===== src/rtl/reg_bus_pkg.sv =====
// Shared types and constants for the register-bus sequencer: FSM states,
// register index width, requester owner codes and bus register indices.
package reg_bus_pkg;

  localparam int REG_IDX_W = 3;
  localparam int NUM_REGS_DEF = 8;

  localparam logic OWNER_CTRL = 1'b0;
  localparam logic OWNER_DBG  = 1'b1;

  localparam logic [REG_IDX_W-1:0] REG_A   = 3'd0;
  localparam logic [REG_IDX_W-1:0] REG_B   = 3'd1;
  localparam logic [REG_IDX_W-1:0] REG_C   = 3'd2;
  localparam logic [REG_IDX_W-1:0] REG_D   = 3'd3;
  localparam logic [REG_IDX_W-1:0] REG_TMP = 3'd4;
  localparam logic [REG_IDX_W-1:0] REG_PC  = 3'd5;
  localparam logic [REG_IDX_W-1:0] REG_MAR = 3'd6;
  localparam logic [REG_IDX_W-1:0] REG_OUT = 3'd7;

  typedef enum logic [1:0] {
    IDLE  = 2'd0,
    DRIVE = 2'd1,
    LATCH = 2'd2
  } seq_state_e;

  typedef struct packed {
    logic [REG_IDX_W-1:0] src;
    logic [REG_IDX_W-1:0] dst;
    logic                 owner;
  } xfer_t;

endpackage


===== src/rtl/reg_bus_sequencer_if.sv =====
// Request/handshake and register-select bundle between the two requesters
// (ctrl, dbg) and the sequencer; slave is the sequencer side.
interface reg_bus_sequencer_if;
  import reg_bus_pkg::*;

  logic                 ctrl_valid;
  logic [REG_IDX_W-1:0] ctrl_src;
  logic [REG_IDX_W-1:0] ctrl_dst;
  logic                 ctrl_ready;
  logic                 dbg_valid;
  logic [REG_IDX_W-1:0] dbg_src;
  logic [REG_IDX_W-1:0] dbg_dst;
  logic                 dbg_ready;
  logic                 halt;
  logic [NUM_REGS_DEF-1:0] oe_n;
  logic [NUM_REGS_DEF-1:0] ld_n;
  logic                 busy;
  logic                 done;
  logic                 done_owner;

  modport master (
    output ctrl_valid, ctrl_src, ctrl_dst, dbg_valid, dbg_src, dbg_dst, halt,
    input  ctrl_ready, dbg_ready, oe_n, ld_n, busy, done, done_owner
  );

  modport slave (
    input  ctrl_valid, ctrl_src, ctrl_dst, dbg_valid, dbg_src, dbg_dst, halt,
    output ctrl_ready, dbg_ready, oe_n, ld_n, busy, done, done_owner
  );

endinterface


===== src/rtl/reg_bus_sequencer_sel.sv =====
// Registered active-low one-hot-low select decode with enable; output is
// all ones when disabled or in reset.
module reg_sel_decode #(
  parameter int N     = 8,
  parameter int IDX_W = 3
) (
  input  logic             clk,
  input  logic             rst,
  input  logic             en_i,
  input  logic [IDX_W-1:0] idx_i,
  output logic [N-1:0]     sel_n_o
);

  logic [N-1:0] sel_n_d;
  logic [N-1:0] sel_n_q;

  always_comb begin
    sel_n_d = '1;
    if (en_i) sel_n_d[idx_i] = 1'b0;
  end

  always_ff @(posedge clk or posedge rst) begin
    if (rst) sel_n_q <= '1;
    else     sel_n_q <= sel_n_d;
  end

  assign sel_n_o = sel_n_q;

endmodule


===== src/rtl/reg_bus_sequencer.sv =====
// Two-requester register-bus transfer sequencer (IDLE -> DRIVE -> LATCH).
// Define REG_BUS_SEQ_ROUND_ROBIN_EN for round-robin arbitration; default is ctrl-first.
module reg_bus_sequencer
  import reg_bus_pkg::*;
#(
  parameter int SETTLE_CYCLES = 1,
  parameter int NUM_REGS      = 8
) (
  input  logic                clk,
  input  logic                rst,
  reg_bus_sequencer_if.slave  bus
);

  localparam logic [2:0] CNT_LAST = 3'(SETTLE_CYCLES - 1);

  seq_state_e state_q, state_d;
  logic [2:0] cnt_q, cnt_d;
  xfer_t      xfer_q, xfer_d;
  logic       can_grant, grant_ctrl, grant_dbg;
  logic       noop_d, oe_en, ld_en;
  logic [NUM_REGS-1:0] oe_n_w, ld_n_w;

`ifdef REG_BUS_SEQ_ROUND_ROBIN_EN
  // ptr_q names the requester that wins the next tie
  logic ptr_q, ptr_d;

  assign ptr_d = grant_ctrl ? OWNER_DBG : (grant_dbg ? OWNER_CTRL : ptr_q);

  always_ff @(posedge clk or posedge rst) begin
    if (rst) ptr_q <= OWNER_CTRL;
    else     ptr_q <= ptr_d;
  end
`endif

  always_comb begin
    can_grant  = (state_q == IDLE) && !bus.halt && !rst;
`ifdef REG_BUS_SEQ_ROUND_ROBIN_EN
    grant_ctrl = can_grant && bus.ctrl_valid && (!bus.dbg_valid || (ptr_q == OWNER_CTRL));
`else
    grant_ctrl = can_grant && bus.ctrl_valid;
`endif
    grant_dbg  = can_grant && bus.dbg_valid && !grant_ctrl;
  end

  always_comb begin
    state_d = state_q;
    cnt_d   = cnt_q;
    xfer_d  = xfer_q;
    unique case (state_q)
      IDLE: begin
        if (grant_ctrl || grant_dbg) begin
          xfer_d.owner = grant_dbg ? OWNER_DBG : OWNER_CTRL;
          xfer_d.src   = grant_dbg ? bus.dbg_src : bus.ctrl_src;
          xfer_d.dst   = grant_dbg ? bus.dbg_dst : bus.ctrl_dst;
          cnt_d        = '0;
          state_d      = (xfer_d.src == xfer_d.dst) ? LATCH : DRIVE;
        end
      end
      DRIVE: begin
        if (cnt_q == CNT_LAST) begin
          cnt_d   = '0;
          state_d = LATCH;
        end else begin
          cnt_d = cnt_q + 3'd1;
        end
      end
      LATCH:   state_d = IDLE;
      default: state_d = IDLE;
    endcase
  end

  always_ff @(posedge clk or posedge rst) begin
    if (rst) begin
      state_q <= IDLE;
      cnt_q   <= '0;
    end else begin
      state_q <= state_d;
      cnt_q   <= cnt_d;
    end
  end

  always_ff @(posedge clk) begin
    xfer_q <= xfer_d;
  end

  // Selects are decoded from next state so they line up with the state register
  assign noop_d = (xfer_d.src == xfer_d.dst);
  assign oe_en  = (state_d != IDLE) && !noop_d;
  assign ld_en  = (state_d == LATCH) && !noop_d;

  reg_sel_decode #(.N(NUM_REGS), .IDX_W(REG_IDX_W)) u_oe_dec (
    .clk     (clk),
    .rst     (rst),
    .en_i    (oe_en),
    .idx_i   (xfer_d.src),
    .sel_n_o (oe_n_w)
  );

  reg_sel_decode #(.N(NUM_REGS), .IDX_W(REG_IDX_W)) u_ld_dec (
    .clk     (clk),
    .rst     (rst),
    .en_i    (ld_en),
    .idx_i   (xfer_d.dst),
    .sel_n_o (ld_n_w)
  );

  assign bus.oe_n       = oe_n_w;
  assign bus.ld_n       = ld_n_w;
  assign bus.ctrl_ready = grant_ctrl;
  assign bus.dbg_ready  = grant_dbg;
  assign bus.busy       = (state_q != IDLE);
  assign bus.done       = (state_q == LATCH);
  assign bus.done_owner = (state_q == LATCH) && xfer_q.owner;

endmodule


===== src/flat_wrapper.sv =====
// flat-port wrapper written by rule: the top's interface ports become plain ports
module reg_bus_sequencer_flat import reg_bus_pkg::*;
#(
  parameter int SETTLE_CYCLES = 1,
  parameter int NUM_REGS      = 8
)
  (clk, rst, bus_ctrl_valid, bus_ctrl_src, bus_ctrl_dst, bus_dbg_valid, bus_dbg_src, bus_dbg_dst, bus_halt, bus_ctrl_ready, bus_dbg_ready, bus_oe_n, bus_ld_n, bus_busy, bus_done, bus_done_owner);
  reg_bus_sequencer_if bus_i ();
  input  logic clk;
  input  logic rst;
  input wire logic [$bits(bus_i.ctrl_valid)-1:0] bus_ctrl_valid;
  input wire logic [$bits(bus_i.ctrl_src)-1:0] bus_ctrl_src;
  input wire logic [$bits(bus_i.ctrl_dst)-1:0] bus_ctrl_dst;
  input wire logic [$bits(bus_i.dbg_valid)-1:0] bus_dbg_valid;
  input wire logic [$bits(bus_i.dbg_src)-1:0] bus_dbg_src;
  input wire logic [$bits(bus_i.dbg_dst)-1:0] bus_dbg_dst;
  input wire logic [$bits(bus_i.halt)-1:0] bus_halt;
  output wire logic [$bits(bus_i.ctrl_ready)-1:0] bus_ctrl_ready;
  output wire logic [$bits(bus_i.dbg_ready)-1:0] bus_dbg_ready;
  output wire logic [$bits(bus_i.oe_n)-1:0] bus_oe_n;
  output wire logic [$bits(bus_i.ld_n)-1:0] bus_ld_n;
  output wire logic [$bits(bus_i.busy)-1:0] bus_busy;
  output wire logic [$bits(bus_i.done)-1:0] bus_done;
  output wire logic [$bits(bus_i.done_owner)-1:0] bus_done_owner;
  assign bus_i.ctrl_valid = bus_ctrl_valid;
  assign bus_i.ctrl_src = bus_ctrl_src;
  assign bus_i.ctrl_dst = bus_ctrl_dst;
  assign bus_i.dbg_valid = bus_dbg_valid;
  assign bus_i.dbg_src = bus_dbg_src;
  assign bus_i.dbg_dst = bus_dbg_dst;
  assign bus_i.halt = bus_halt;
  assign bus_ctrl_ready = bus_i.ctrl_ready;
  assign bus_dbg_ready = bus_i.dbg_ready;
  assign bus_oe_n = bus_i.oe_n;
  assign bus_ld_n = bus_i.ld_n;
  assign bus_busy = bus_i.busy;
  assign bus_done = bus_i.done;
  assign bus_done_owner = bus_i.done_owner;
  reg_bus_sequencer #(.SETTLE_CYCLES(SETTLE_CYCLES), .NUM_REGS(NUM_REGS)) u_core (.clk(clk), .rst(rst), .bus(bus_i));
endmodule

===== config.mk =====
export PLATFORM = sky130hd
export DESIGN_NAME = reg_bus_sequencer_flat
export DESIGN_NICKNAME = d
export VERILOG_FILES = /design/src/rtl/reg_bus_pkg.sv /design/src/rtl/reg_bus_sequencer_if.sv /design/src/rtl/reg_bus_sequencer_sel.sv /design/src/rtl/reg_bus_sequencer.sv /design/src/flat_wrapper.sv
export SDC_FILE = /design/constraint.sdc
export NUM_CORES = 1
export LEC_CHECK = 0
export ABC_AREA = 1
export BUFFER_PORTS_ARGS = -buffer_cell sky130_fd_sc_hd__buf_2
export CORE_MARGIN = 8
export CORE_UTILIZATION = 53
export DETAILED_ROUTE_END_ITERATION = 16
export PLACE_DENSITY = 0.8
export SLEW_MARGIN = 30
export SYNTH_ARGS = -nofsm -noshare
export SYNTH_HDL_FRONTEND = slang
export SYNTH_SLANG_ARGS = --single-unit

===== constraint.sdc =====
create_clock -name clk -period 2.24 [get_ports clk]
set_clock_uncertainty 0.15 [all_clocks]
set_input_delay 0 -clock clk [delete_from_list [all_inputs] [get_ports clk]]
set_output_delay 0 -clock clk [all_outputs]
set_load 0.05 [all_outputs]

==> flow_metrics.py, run 1 <==
metrics = {
    "status": {
        "status": "finished clean",
    },
    "setup_path": {
        "crit_arrival_ns": 2.22,
        "end_kind": "flip-flop",
        "reg2reg_depth": 7,
        "path_cells": "nor2_4 > nand2_4 > a21oi_4 > buf_4 > nand3_1 > nand2_1 > dlygate4sd3_1",
        "slowest_stage": "dlygate4sd3_1",
        "crit_path_start_kind": "flip-flop",
        "crit_type": "flip-flop to flip-flop",
        "path_max_fanout": 6,
        "rr_endpoint": "u_core.xfer_q[2]",
        "ff2ff_setup_slack_ns": 0.14,
        "worstReg2RegStart": "u_core.state_q[0]",
        "critPathRequiredTime_ns": 2.37,
        "max_stage_delay_ns": 0.58,
        "crit_start": "u_core.state_q[0]",
    },
    "grt": {
        "grt_pass1_vias": 1394,
        "grt_pass1_wl_mm": 6.161,
        "antenna_found_initial": 0,
        "grtUsageTotal_pct": 14.51,
        "overflow": 0,
        "grt_max_degree": 22,
    },
    "sta": {
        "hold_ws_ns": 0.08549,
        "tns_ns": 0,
        "slew_headroom_pct": 51.05,
        "min_period_ns": 2.095,
        "tightestPinTransition_ns": 0.7335,
        "hold_viol_final": 0,
        "slew_violations": 0,
        "timing.fmax_ghz": 0.4772,
        "finalCritPeriodShare_pct": 93.55,
        "worst_slack_ns": 0.1446,
        "setup_viol": 0,
    },
    "route": {
        "dr_total_vias": 1472,
        "initialDrtViolationCount": 92,
        "routed_wl_mm": 3.592,
        "avgViaCountPerCell": 4.890,
        "first_pass_iters": 5,
        "drtAntennaViolNets": 0,
        "wl_per_cell_um": 11.93,
        "drc_errors": 0,
    },
    "place": {
        "place_ws_ns": 0.1353,
        "routabilityCongestion": 0.8649,
        "dp_hpwl_mm": 2.656,
        "port_buffers": 37,
    },
    "floorplanning": {
        "die_area_um2": 5128,
        "die_y_um": 71.61,
        "die_x_um": 71.61,
        "start_util_pct": 54.58,
        "coreArea_um2": 3003,
        "io_pins": 38,
        "rows": 20,
    },
    "layout": {
        "num_antenna_cells": 0,
        "layout.nets": 288,
        "layout_common_cells": "68 x nand2_1, 37 x buf_2, 26 x nand3_1, 24 x inv_1, 19 x nor2_1",
        "area_growth_pct": 24.81,
        "drive_gt1_share_pct": 33.21,
        "layout_commonest_cell": "nand2_1",
    },
    "yosys": {
        "syn_nets": 233,
        "syn-cell-area_um2": 1639,
        "yosys_register_bits": 28,
        "synthCells": 214,
        "yosysUniqueCellTypes": 26,
        "yosysSeqAreaShare_pct": 42.44,
        "synth_warnings": 0,
        "postSynthAreaPerCell_um2": 7.659,
    },
    "pwr": {
        "power.density_nw_per_um2": 919.8,
        "total_leakage_power_nw": 1.029,
        "peakVddDrop_uv": 645.2,
    },
    "clock_network": {
        "clk_pin_slew_ns": 0.15,
        "ctsRootBufferMaster": "clkbuf_4",
        "numCtsBuffers": 3,
        "clk_latency_ns": 0.33,
        "cts.sinks": 28,
        "htree_levels": 1,
        "clockBufferDepth": 2,
        "cts_tree": "built",
    },
    "flow_run": {
        "cap_violations": 0,
    },
    "worst_hold_path": {
        "hold_end": "u_core.xfer_q[0]",
        "hold_depth": 3,
        "hold_path_class": "primary input to flip-flop",
        "min-delay-start": "bus_dbg_valid",
    },
}
==> worst max-delay path, delay by kind of cell (launching register included) <==
kind                   cells  cell delay (ns)
buffers and inverters      2             0.73
and+or+nand+nor            4             0.50
DFF                        1             0.45
AOI/OAI and AO/OA          1             0.21
==> sequential cells by signal, summed over array words and instances (netlist names) <==
name                     count
u_core.u_oe_dec.sel_n_o      8
u_core.xfer_q                7
u_core.state_q               2
u_core.u_ld_dec.sel_n_o      8
u_core.cnt_q                 3
==> layer usage <==
layer / wire length, um / track usage, % / vias to the layer above
li1: - / - / 773
met1: 1545 / 16.04 / 671
met2: 1876 / 26.92 / 26
met3: 147 / 3.208 / 2
met4: 22 / 3.855 / 0
met5: 0 / 0 / -
==> cell families (layout without fill, tap and decap cells) <==
logic type      after synthesis  in the layout  share of synthesized area (%)
buf+inv                      32             86                          9.160
xor+xnor                      1              1                         0.5344
fa+ha+maj                     2              2                          1.526
simple gates                143            143                          42.98
flops                        28             28                          42.44
compound gates                8              8                          3.359
==> stage by stage <==
stage	cells	power (mW)	util, %	cell area, um2
4_1_cts	298	1.867	67.08	2014
5_1_grt	301	2.019	68.13	2046
3_3_place_gp	281	1.454	61.00	1832
3_5_place_dp	281	1.473	61.00	1832
2_1_floorplan	214	1.334	-	1639
6_report	301	1.882	68.13	2046
==> timing repair <==
action                     4_1_cts  5_1_grt
hold endpoints to repair        11        0
setup buffers                    0        3
setup endpoints to repair        0       18
hold buffers                    13        0
resized for setup                0        1
==> synth_stat cells <==
cell,n,area share [%]
nor2_4,3,2.1
nand4_2,1,0.76
xnor2_1,1,0.53
nand4_1,1,0.38
dfrtp_1,5,7.6
o32ai_1,1,0.53
and3_1,1,0.38
inv_1,24,5.5
or2_1,5,1.9
dfstp_2,16,26
nand3_1,26,7.9
dfxtp_1,6,7.3
edfxtp_1,1,1.8
o21ai_0,6,1.8
nand3_4,1,1.1
a21oi_4,1,0.99
nand2_4,1,0.69
or2_2,1,0.38
nand3_2,6,3.7
nor2_1,19,4.4
ha_1,2,1.5
buf_6,4,2.7
clkbuf_1,1,0.23
inv_2,3,0.69
nand2_2,10,3.8
nand2_1,68,16
==> report_power, final <==
group | switching (mW) | total, mW | internal [mW] | leakage, nW
Clock | 0.148 | 0.329 | 0.181 | 0.0279
Sequential | 0.0397 | 0.653 | 0.614 | 0.297
Combinational | 0.608 | 0.899 | 0.291 | 0.704
==> worst max path at each step <==
stage,to
detailed placement,u_core.u_ld_dec.sel_n_o[2]
global route,u_core.xfer_q[6]
global placement,u_core.u_oe_dec.sel_n_o[6]
floorplan,u_core.u_oe_dec.sel_n_o[0]
CTS,u_core.xfer_q[6]
finish,u_core.xfer_q[2]
==> final cells by class <==
class	count	area (um2)
Clock buffer	3	22.52
Clock inverter	1	30.03
Fill cell	265	957.2
Inverter	27	101.3
Multi-Input combinational cell	154	802.0
Sequential cell	28	695.7
Tap cell	33	41.29
Timing Repair Buffer	55	352.8
No activity file was read; power rests on OpenSTA's default activity.
==> run 2: changes to the inputs <==
- PLACE_DENSITY: 0.8 -> 0.9
==> flow_metrics.py, run 2 (synthesis results as in run 1) <==
metrics = {
    "status": {
        "status": "finished clean",
    },
    "clock_network": {
        "ctsRootBufferMaster": "clkbuf_4",
        "htree_levels": 1,
        "clk_latency_ns": 0.33,
        "cts_tree": "built",
        "clk_pin_slew_ns": 0.15,
        "clockBufferDepth": 2,
        "cts.sinks": 28,
        "numCtsBuffers": 3,
    },
    "route": {
        "avgViaCountPerCell": 5.145,
        "wl_per_cell_um": 12.91,
        "drtAntennaViolNets": 0,
        "initialDrtViolationCount": 86,
        "first_pass_iters": 4,
        "routed_wl_mm": 3.926,
        "dr_total_vias": 1564,
        "drc_errors": 0,
    },
    "setup_path": {
        "critPathRequiredTime_ns": 2.37,
        "crit_arrival_ns": 2.28,
        "worstReg2RegStart": "u_core.state_q[1]",
        "end_kind": "flip-flop",
        "crit_path_start_kind": "flip-flop",
        "path_cells": "nor2_4 > nand2_4 > a21oi_4 > buf_4 > nand3_2 > nand2_2 > dlygate4sd3_1",
        "max_stage_delay_ns": 0.57,
        "reg2reg_depth": 7,
        "crit_family": "buffers and inverters",
        "rr_endpoint": "u_core.xfer_q[1]",
        "cp.buffers_inverters": 2,
        "crit_start": "u_core.state_q[1]",
        "ff2ff_setup_slack_ns": 0.09,
        "crit_type": "flip-flop to flip-flop",
        "cp.depth": 7,
        "crit_end": "u_core.xfer_q[1]",
        "slowest_stage": "dlygate4sd3_1",
        "path_max_fanout": 8,
    },
    "pwr": {
        "power.density_nw_per_um2": 907.2,
        "total_leakage_power_nw": 1.038,
        "peakVddDrop_uv": 629.9,
        "total_power_mw": 1.874,
    },
    "layout": {
        "utilization_pct": 68.79,
        "layout.nets": 291,
        "area_growth_pct": 26.03,
        "layout_common_cells": "68 x nand2_1, 37 x buf_2, 26 x nand3_1, 24 x inv_1, 19 x nor2_1",
        "layout_commonest_cell": "nand2_1",
        "drive_gt1_share_pct": 33.95,
        "num_antenna_cells": 0,
    },
    "place": {
        "port_buffers": 37,
        "dp_hpwl_mm": 2.698,
        "routabilityCongestion": 0.8937,
    },
    "sta": {
        "timing.fmax_ghz": 0.4659,
        "tightestPinTransition_ns": 0.7364,
        "hold_ws_ns": 0.05322,
        "min_period_ns": 2.146,
        "slew_violations": 0,
        "setup_viol": 0,
        "slew_headroom_pct": 50.85,
        "finalCritPeriodShare_pct": 95.81,
        "hold_viol_final": 0,
    },
    "floorplanning": {
        "coreArea_um2": 3003,
        "io_pins": 38,
        "die_x_um": 71.61,
        "die_area_um2": 5128,
        "die_y_um": 71.61,
        "rows": 20,
        "start_util_pct": 54.58,
    },
    "grt": {
        "top_usage_layer": "met2",
        "grtUsageTotal_pct": 14.60,
        "antenna_found_initial": 0,
        "overflow": 0,
        "grt_pass1_wl_mm": 6.189,
        "grt_max_degree": 22,
        "gr-usage-met3_pct": 2.929,
        "use_met2_pct": 26.82,
        "use_met1_pct": 16.31,
        "grt_pass1_vias": 1432,
    },
    "flow_run": {
        "cap_violations": 0,
    },
    "worst_hold_path": {
        "hold_path_class": "primary input to flip-flop",
    },
}
## run 2: cell type report
| type | instances | area, um2 |
|---|---|---|
| fill | 228 | 937.1 |
| multi-input combinational | 155 | 812.0 |
| sequential | 28 | 695.7 |
| timing repair buffer | 57 | 367.9 |
| inverter | 27 | 101.3 |
| clock buffer | 4 | 47.55 |
| tap | 33 | 41.29 |
## run 2: worst min-delay path, delay by kind of cell
kind          cells  cell delay, ns
simple gates      1            0.15
buf+inv           2            0.22
## run 2: metrics by stage
step                       TNS, ns  instance area, um2  std cells  setup slack [ns]
final                            0                2066        304           0.09384
after global routing      -0.01390                2066        304         -0.009758
after CTS                        0                2009        298           0.06768
after detailed placement         0                1832        281            0.1304
after global placement           0                1832        281            0.2119
after floorplan                  0                1639        214            0.1487
## run 2: layer usage
layer  vias to the layer above  wire [um]
met4                         0         25
met5                         -          0
met1                       729       1594
met3                         5        210
li1                        778          -
met2                        52       2096
## run 2: repair_timing
item,4_1_cts,5_1_grt
endpoints found under the hold margin,11,0
buffers inserted,0,5
setup endpoints to repair,0,21
hold buffers,13,0
gates resized for setup,0,1
## run 2: worst min-delay path by stage
stage | from | end | depth (start not counted)
final | bus_dbg_valid | u_core.xfer_q[0] | 3
after global routing | bus_dbg_valid | u_core.xfer_q[0] | 3
after CTS | bus_dbg_dst[0] | u_core.u_ld_dec.sel_n_o[0] | 7
after detailed placement | rst | u_core.state_q[0] | 2
after global placement | rst | u_core.state_q[0] | 2
after floorplan | rst | u_core.cnt_q[0] | 1
## run 2: report_power, final
part | internal, mW | switching (mW) | total (mW)
Clock | 0.136 | 0.149 | 0.286
Combinational | 0.296 | 0.636 | 0.932
Sequential | 0.614 | 0.0428 | 0.657
Total | 1.05 | 0.828 | 1.87
==> run 3: changes to the inputs <==
- SYNTH_HIERARCHICAL: default -> 1
==> flow_metrics.py, run 3 <==
metrics = {
    "setup_path": {
        "slowest_stage": "dlygate4sd3_1",
        "crit_start": "u_core/state_q[0]",
        "crit_type": "flip-flop to flip-flop",
        "max_stage_delay_ns": 0.58,
        "crit_arrival_ns": 2.19,
        "critPathRequiredTime_ns": 2.31,
        "path_cells": "nor2_4 > nand2_4 > a21oi_4 > inv_1 > nand2_1 > nand2_2 > dlygate4sd3_1",
        "path_max_fanout": 7,
        "rr_endpoint": "u_core/xfer_q[3]",
        "end_kind": "flip-flop",
        "worstReg2RegStart": "u_core/state_q[0]",
        "crit_path_start_kind": "flip-flop",
        "reg2reg_depth": 7,
        "ff2ff_setup_slack_ns": 0.11,
    },
    "clock_network": {
        "cts.sinks": 28,
        "numCtsBuffers": 3,
        "clk_pin_slew_ns": 0.15,
        "cts_tree": "built",
        "htree_levels": 1,
        "clockBufferDepth": 2,
        "clk_latency_ns": 0.33,
        "ctsRootBufferMaster": "clkbuf_4",
    },
    "route": {
        "drc_errors": 0,
        "avgViaCountPerCell": 4.828,
        "first_pass_iters": 4,
        "drtAntennaViolNets": 0,
        "wl_per_cell_um": 12.14,
        "dr_total_vias": 1492,
        "routed_wl_mm": 3.750,
        "initialDrtViolationCount": 64,
    },
    "layout": {
        "num_antenna_cells": 0,
        "layout_common_cells": "92 x nand2_1, 37 x buf_2, 37 x inv_1, 16 x dfstp_2, 11 x nand3_1",
        "drive_gt1_share_pct": 33.33,
        "fin_cells": 309,
        "area_growth_pct": 25.85,
        "fill_cells": 225,
        "stdcell_area_um2": 2041,
        "utilization_pct": 68.53,
        "layout_commonest_cell": "nand2_1",
        "layout.nets": 296,
    },
    "place": {
        "place_ws_ns": 0.1328,
        "dp.cells": 291,
        "dp_hpwl_mm": 2.524,
        "port_buffers": 37,
        "routabilityCongestion": 0.8364,
        "dpl_cell_area_um2": 1837,
    },
    "sta": {
        "setup_viol": 0,
        "slew_headroom_pct": 78.15,
        "hold_viol_final": 0,
        "finalCritPeriodShare_pct": 94.94,
        "min_period_ns": 2.127,
        "timing.fmax_ghz": 0.4702,
        "hold_ws_ns": 0.01991,
        "worst_slack_ns": 0.1134,
        "tns_ns": 0,
        "slew_violations": 0,
        "tightestPinTransition_ns": 0.3272,
    },
    "floorplanning": {
        "io_pins": 38,
        "die_x_um": 71.32,
        "start_util_pct": 54.45,
        "coreArea_um2": 2978,
        "die_y_um": 71.32,
        "rows": 20,
        "die_area_um2": 5086,
    },
    "flow_run": {
        "cap_violations": 0,
    },
    "grt": {
        "antenna_found_initial": 0,
        "grtUsageTotal_pct": 13.59,
        "grt_max_degree": 17,
        "overflow": 0,
        "grt_pass1_vias": 1390,
        "grt_pass1_wl_mm": 5.720,
    },
    "yosys": {
        "synth-main-ff-cell": "dfstp_2",
        "async_reset_ff_share_pct": 75.00,
        "syn_nets": 239,
        "postSynthAreaPerCell_um2": 7.371,
        "yosysSeqAreaShare_pct": 42.90,
        "synth_warnings": 6,
        "synth_top_cell_area_share_pct": 25.93,
        "yosysUniqueCellTypes": 26,
        "synth_area_leaders": "dfstp_2 26%, nand2_1 21%, inv_1 8.6%",
        "synth_most_common_cell": "nand2_1",
        "yosys_register_bits": 28,
        "synth_edf_count": 1,
        "synthCells": 220,
        "syn-cell-area_um2": 1622,
        "synthTopCellsByCount": "92 x nand2_1, 37 x inv_1, 16 x dfstp_2",
        "synth_top_area_cell": "dfstp_2",
    },
    "worst_hold_path": {
        "hold_end": "u_core/xfer_q[2]",
        "min-delay-start": "bus_dbg_dst[1]",
        "hold_path_class": "primary input to flip-flop",
        "hold_depth": 6,
    },
    "pwr": {
        "power.density_nw_per_um2": 884.0,
        "total_power_mw": 1.804,
        "peakVddDrop_uv": 510.2,
        "total_leakage_power_nw": 1.098,
    },
    "status": {
        "status": "finished clean",
    },
}
run 3: changes by cell type after synthesis, moves of 3 or more:
cell	previous run	this run
nand3_1	26	11
nand2_2	10	6
o21ai_0	6	2
nor2_1	19	9
nor2_2	0	3
inv_1	24	37
nand2_1	68	92
run 3: critical path: cells and delay by family, from the launching register on:
| family | cells | cell delay (ns) |
|---|---|---|
| AND/OR/NAND/NOR | 4 | 0.50 |
| AO/OA/AOI/OAI | 1 | 0.19 |
| buffers and inverters | 2 | 0.74 |
| flip-flops | 1 | 0.44 |
run 3: timing repair:
action | in CTS | in global routing
buffers inserted | 0 | 3
hold buffers | 10 | 0
endpoints found under the setup margin | 0 | 15
hold endpoints to repair | 26 | 0
gates resized for setup | 0 | 4
run 3: layout make-up:
class	count	area [um2]	area share [%]
Inverter	40	150.1	7.357
Multi-Input combinational cell	148	744.5	36.48
Sequential cell	28	695.7	34.09
Clock buffer	3	22.52	1.104
Timing Repair Buffer	56	356.6	17.47
Clock inverter	1	30.03	1.471
Tap cell	33	41.29	2.023
run 3: where the power goes:
part	internal (mW)	switching (mW)
combinational	0.283	0.543
sequential	0.615	0.0390
clock	0.181	0.142
run 3: worst max path at each step:
stage | cells past startpoint | endpoint | slack (ns)
finish | 7 | u_core/xfer_q[3] | 0.11
floorplan | 15 | u_core/u_ld_dec/sel_n_o[0] | 0.39
global placement | 14 | u_core/u_oe_dec/sel_n_o[6] | 0.21
detailed placement | 14 | u_core/u_ld_dec/sel_n_o[0] | 0.13
global route | 14 | u_core/u_ld_dec/sel_n_o[4] | -0.10
CTS | 14 | u_core/u_ld_dec/sel_n_o[2] | 0.08
run 3: logic make-up after synthesis:
family | synth area share, %
AO/OA/AOI/OAI | 2.315
XOR/XNOR | 0.5402
adder cells (fa/ha/maj) | 1.543
buffers and inverters | 12.73
flip-flops | 42.90
AND/OR/NAND/NOR | 39.97
run 3: metal layers:
metal / part of all wire (%) / global-route usage, %
met5: 0 / 0
met4: 1.5 / 4.850
met3: 5.5 / 3.766
met2: 53 / 25.82
met1: 40 / 13.66
